<file path="src/rtl/sensor_sampler.sv">
// sensor_sampler: synchronizes N asynchronous sensor lines, samples them on a
// programmable prescaler tick and debounces each bit independently, driving a
// registered clean vector plus a valid flag and a change strobe.
module sensor_sampler #(
    parameter int unsigned N          = 5,
    parameter int unsigned SAMPLE_DIV = 1000,
    parameter int unsigned STABLE_CNT = 4
) (
    input  logic         clk,
    input  logic         rst,
    input  logic         enable,
    input  logic [N-1:0] sensor_in,
    output logic [N-1:0] bits,
    output logic         bits_valid,
    output logic         update
);

    localparam int unsigned PW = (SAMPLE_DIV > 1) ? $clog2(SAMPLE_DIV) : 1;
    localparam int unsigned CW = $clog2(STABLE_CNT + 1);

    localparam logic [PW-1:0] PRESC_MAX  = PW'(SAMPLE_DIV - 1);
    localparam logic [CW-1:0] CNT_SAT    = CW'(STABLE_CNT);
    localparam logic [CW-1:0] CNT_COMMIT = CW'(STABLE_CNT - 1);

    typedef enum logic [0:0] {
        FILL = 1'b0,
        RUN  = 1'b1
    } state_t;

    logic [N-1:0]          sync1_q, sync2_q;
    logic [PW-1:0]         presc_q, presc_d;
    logic                  tick;
    logic [N-1:0]          cand_q, cand_d;
    logic [N-1:0][CW-1:0]  cnt_q, cnt_d;
    logic [N-1:0]          seen_q, seen_d;
    logic [N-1:0]          bits_q, bits_d;
    state_t                state_q;
    logic                  valid_q;
    logic                  update_q;

    // Two-flop synchronizer per sensor line; keeps tracking while disabled.
    always_ff @(posedge clk) begin
        if (rst) begin
            sync1_q <= '0;
            sync2_q <= '0;
        end else begin
            sync1_q <= sensor_in;
            sync2_q <= sync1_q;
        end
    end

    // Sample-tick prescaler: counts enabled clocks, holds while disabled.
    always_comb begin
        tick    = enable && (presc_q == PRESC_MAX);
        presc_d = presc_q;
        if (enable) begin
            presc_d = tick ? '0 : presc_q + PW'(1);
        end
    end

    // Per-bit debounce: track a candidate level and how many ticks it has held.
    // The count saturates so a stable run commits exactly once.
    always_comb begin
        cand_d = cand_q;
        cnt_d  = cnt_q;
        bits_d = bits_q;
        seen_d = seen_q;
        if (tick) begin
            for (int unsigned i = 0; i < N; i++) begin
                if (sync2_q[i] == cand_q[i]) begin
                    if (cnt_q[i] != CNT_SAT) begin
                        cnt_d[i] = cnt_q[i] + CW'(1);
                    end
                    if (cnt_q[i] == CNT_COMMIT) begin
                        bits_d[i] = sync2_q[i];
                        seen_d[i] = 1'b1;
                    end
                end else begin
                    cand_d[i] = sync2_q[i];
                    cnt_d[i]  = CW'(1);
                end
            end
        end
    end

    // Prescaler and debounce state registers.
    always_ff @(posedge clk) begin
        if (rst) begin
            presc_q <= '0;
            cand_q  <= '0;
            cnt_q   <= '0;
            seen_q  <= '0;
            bits_q  <= '0;
        end else begin
            presc_q <= presc_d;
            cand_q  <= cand_d;
            cnt_q   <= cnt_d;
            seen_q  <= seen_d;
            bits_q  <= bits_d;
        end
    end

    // FILL waits for every bit to commit once; RUN strobes update on each change.
    always_ff @(posedge clk) begin
        if (rst) begin
            state_q  <= FILL;
            valid_q  <= 1'b0;
            update_q <= 1'b0;
        end else begin
            case (state_q)
                FILL: begin
                    update_q <= 1'b0;
                    if (&seen_d) begin
                        state_q  <= RUN;
                        valid_q  <= 1'b1;
                        update_q <= 1'b1;
                    end
                end
                RUN: begin
                    valid_q  <= 1'b1;
                    update_q <= (bits_d != bits_q);
                end
                default: begin
                    state_q  <= FILL;
                    valid_q  <= 1'b0;
                    update_q <= 1'b0;
                end
            endcase
        end
    end

    assign bits       = bits_q;
    assign bits_valid = valid_q;
    assign update     = update_q;

endmodule

</file>
<file path="config.mk">
export PLATFORM = sky130hd
export DESIGN_NAME = sensor_sampler
export DESIGN_NICKNAME = d
export VERILOG_FILES = /design/src/rtl/sensor_sampler.sv
export SDC_FILE = /design/constraint.sdc
export NUM_CORES = 1
export LEC_CHECK = 0
export ABC_AREA = 0
export CORE_MARGIN = 1
export CORE_UTILIZATION = 55
export CTS_CLUSTER_SIZE = 14
export DETAILED_ROUTE_END_ITERATION = 10
export HOLD_SLACK_MARGIN = 0.15
export PLACE_DENSITY_LB_ADDON = 0.15
export SLEW_MARGIN = 25
export SYNTH_ARGS = -nofsm -noshare
export SYNTH_HDL_FRONTEND = slang
export SYNTH_SLANG_ARGS = --single-unit
</file>
<file path="constraint.sdc">
create_clock -name clk -period 1.8 [get_ports clk]
set_input_delay 0.36 -clock clk [delete_from_list [all_inputs] [get_ports clk]]
set_output_delay 0.36 -clock clk [all_outputs]
set_load 0.02 [all_outputs]
</file>
-- Word level (Yosys, flattened, before mapping)
Index checks and enable logic that the tools add are counted.
- bits in registers: 53
- input port bits: 8
- output and inout bits: 7
- word-level logic and storage cells: 103
- add/subtract/negate cells: 6
- equality and inequality tests: 23
- mux-type cells: 38
- bitwise gates (word level): 6
- reductions and logical operators: 12
- operator list (operator ; number):
    3-bit 2-to-1 mux ; 10
    1-bit 2-to-1 mux ; 23
    2-bit AND reduction ; 10
    3-bit by 1-bit adder with 3-bit output (second input constant) ; 5
    3-bit by 2-bit equality test with 1-bit output (second input constant) ; 5
    3-bit != test (second input constant) ; 5
    10-bit by 1-bit adder with 10-bit output (second input constant) ; 1
    10-bit equality test (second input constant) ; 1
    10-bit 2-to-1 mux ; 1
    5-bit 2-to-1 mux ; 2
    2-bit by 1-bit != test with 1-bit output (second input constant) ; 5
    1-bit NOT ; 6
    1-bit equality test ; 5
    5-bit != test ; 1
    5-bit AND reduction ; 1
    1-bit case mux with 2 select lines ; 2
    2-bit != test (second input constant) ; 1
    1-bit logical AND ; 1

-- Depth between registers and ports, before layout
- depth after elaboration: 7
- mapped depth: 8

-- Worst setup path after synthesis
No wires, ideal clock.
- kind: reg-to-reg
- start: reg presc_q[0]
- end: reg cnt_q[0] (netlist bit)
- library setup time: 80 ps
- data arrival time: 1520 ps
- setup slack: 201 ps
- cell stages (with the launch flop): 7
- path buffers: 1
- clock period less this slack: 1599 ps
- cells stage by stage: dfxtp_1 ha_1 nand3_2 or3_4 buf_6 o21a_1 a211oi_2
- word-level cells in the longest chain between the ends: 3
- ends and longest elaborated chain (element ; line ; text):
    from (decl) ; 31 ; logic [PW-1:0] presc_q, presc_d;
    from (signal assigned) ; 95 ; presc_q <= presc_d;
    10-bit equality test ; 54 ; tick = enable && (presc_q == PRESC_MAX);
    1-bit logical AND ; 54 ;
    2-bit AND reduction (no source line) ; - ;
    to (signal assigned) ; 97 ; cnt_q <= cnt_d;
    to (decl) ; 34 ; logic [N-1:0][CW-1:0] cnt_q, cnt_d;
Every way passes these cells.
A chain may end at the register's enable or synchronous reset.

-- Final worst setup path
- start: reg presc_q[1]
- end: reg cnt_q[1] (netlist bit)
Same word-level chain as after synthesis.

==> metrics.txt <==
status=completed; TritonCTS clock tree=built; Bufs and invs on worst path=3; nature of the critical path startpoint=flop; Synth Area in Compound Gates=18.52%; Req. time, crit path=~2.0 ns; Highest Clock Rate=580.9 MHz; uppermost routed layer=met4; Top FF cell, synth=dfxtp_1; Commonest cells post-synth=dfxtp_1 (53), nand2_1 (29), a21oi_1 (20); CP Capture Type=flop; Starting Density=around three fifths; cell area after layout=around 3000 sq um; clock buffer count from CTS=5; first-pass GRT wire length=7.921 mm; post-synthesis async set-or-reset flop share=0%; WL met2=2.296 mm; Final Worst Setup Slack=0.07859 ns; IO buf count=14; Routed WL per cell=13.01 microns; worst path cell trace=ha_4 > nand3_4 > buf_6 > nor3_4 > buf_6 > buf_4 > nand2_4 > a21oi_4 > nand2_2 > a21oi_2; Sequential Power Share=59.7%; area leader, netlist=dfxtp_1; die height=between 70 and 80 microns; core area=4414 sq um; Placer Congestion=0.7842; synthesized area=2567 sq um; Seq. cell area=1066 sq um; MaxCap Viol Count=0; Yosys top cell area share=41.33%; Pleak=1.104 nW; power per cell area=667.7 nW/um^2; Worst path slowest cell=dfxtp_4; crit-path max cell delay=0.38 ns; most used cell, CP=buf_6; crit-path max FO=7; clock root buffer=clkbuf_8; row count=24; Int Pwr=about 1.6 mW; # diodes=0; Clk Latency, worst-skew pair=0.31 ns; Area contributors post-synth=dfxtp_1 (41%), ha_1 (7.8%), nand2_1 (4.2%); largest net degree at the start of global routing=31; vias=1,983; Hold WS=about 0.33 ns; Final ANT Viol Nets=0; Yosys reg bits=53; CTS max path bufs=2; dpl hpwl=3.277 mm; share of layout cells above drive strength 1=17.52%; vias in the first global route=between 1,500 and 2,000; Worst-Margin Slew=0.4660 ns; clock share of power=a little over a third; Peak VDD IR=0.4691 mV; post-synthesis area per instance=between 9 and 10 sq um; DR WL met3=123 microns; DRT Pass-1 Iters=4; Design Power=between 2 and 2.5 mW; delay-heaviest family, CP=buffers and inverters; initial antenna violation count=0; simple-gate share of the synthesized area=22.27%; endpoints failing hold=0; sequential share of the synthesized area=approximately two fifths; Tmin final=between 1.5 and 2 ns; Max Clock Skew=approximately 0.011 ns; htree depth=2; Psw=about 0.44 mW; IO Count=15; post-synthesis adder-cell area fraction=7.797%; Total Routing Usage GR=19.71%; Clk pin slew, worst setup/hold paths=approximately 0.1 ns; switching share of power=21.84%; Post-DP Area=2840 sq um; top-count cell post-synth=dfxtp_1; Detailed Route WL=approximately 4.8 mm; Cell variety after synth=39; Gate power share=3.8%; Die Wd=70.33 microns; Final setup viols=0; Pins Over Slew Limit=0; final cycle utilization of the critical path=between 90% and 100%; Post-Synth XOR/XNOR Area=4.776%; clock sink total=53; DRC=0; Yosys warning total=0; Post-Route M1 WL=2.290 mm; syn_nets=approximately 310; multi-input logic area=about 1400 sq um; Fillers=roughly 350; crit path kind=reg -> reg; Slew headroom=68.83%; Post-synth EDFFs=0; vias per cell=5.418; cells after synthesis=285; total die area=a little under 5000 sq um; Place WS=-0.2317 ns; gr ovfl total=0; TNS Setup=0 ns; initial DRC count=between 70 and 80; largest family of logic cells by synthesized area=simple AND/OR/NAND/NOR gates; crit path DAT=1.96 ns; type of the tightest min-delay check=in -> reg; Area growth syn-to-layout=17.25%; multiplexer area fraction after synthesis=0.3899%; final net count=337
## state kept, by name, summed over array words and instances, names as in the netlist
name / flops
cnt_q: 15
presc_q: 10
bits: 5
cand_q: 5
seen_q: 5
sync1_q: 5
sync2_q: 5
bits_valid: 1
state_q: 1
update: 1
## power groups by stage
stage	logic, mW	registers [mW]	clock network [mW]
floorplan	0.0466	1.22	0
global placement	0.0734	1.22	0
detailed placement	0.0736	1.22	0
CTS	0.0751	1.20	0.750
global route	0.0857	1.20	0.786
finish	0.0773	1.20	0.734
## cells by family after synthesis
logic type / Yosys count
compound gates: 69
flops: 53
xor+xnor: 14
buf+inv: 29
mux: 1
fa+ha+maj: 16
simple gates: 103
## per-stage QoR
stage               util [%]  instances
finish                 68.20        366
detailed placement     64.34        357
CTS                    66.70        365
global placement       64.34        357
floorplan                  -        285
global route           68.20        366
## what timing repair did
action / CTS / global route
setup endpoints to repair: 1 / 17
setup buffers: 0 / 1
hold buffers: 0 / 0
pin swaps: 0 / 4
gates resized for setup: 1 / 15
## area by class of cell
cell class                      instances  area share [%]
Multi-Input combinational cell        203           47.13
Tap cell                               52           2.161
Timing Repair Buffer                   33           9.809
Sequential cell                        53           35.41
Clock inverter                          1          0.1663
Clock buffer                            7           3.200
Inverter                               17           2.120
## routing by layer
| metal | vias up | track usage [%] |
|---|---|---|
| li1 | 1034 | - |
| met1 | 921 | 25.54 |
| met2 | 22 | 32.91 |
| met3 | 6 | 3.896 |
| met4 | 0 | 6.000 |
| met5 | - | 0 |
## cells in the final DEF (no fill, tap or decap), types with 3 or more instances in the layout
master | Yosys | layout
nor2_1 | 19 | 19
nor3_1 | 10 | 10
clkbuf_8 | 0 | 7
a21oi_4 | 3 | 3
a31oi_1 | 4 | 3
xor2_1 | 7 | 7
ha_1 | 16 | 15
nand2_1 | 29 | 27
inv_1 | 17 | 17
o21a_1 | 4 | 4
nand2_2 | 1 | 3
clkdlybuf4s50_1 | 0 | 12
nand2b_1 | 6 | 6
a211oi_2 | 5 | 5
o22ai_1 | 7 | 7
and3_1 | 9 | 9
o21ai_0 | 18 | 18
buf_4 | 0 | 15
buf_6 | 2 | 4
nor2b_1 | 13 | 13
xnor2_1 | 7 | 7
dfxtp_1 | 53 | 51
a21oi_1 | 20 | 18
nand2_4 | 3 | 3
nand3_1 | 3 | 3
## worst paths after layout
check                                   to  startpoint  cells past startpoint  slack, ns
worst min-delay path             seen_q[4]         rst                      2       0.33
worst min register to register  sync2_q[4]  sync1_q[4]                      1       0.45
worst max register to register    cnt_q[1]  presc_q[1]                     10       0.08
worst max-delay path              cnt_q[1]  presc_q[1]                     10       0.08
Note: power is estimated with default switching activity, not from simulation.
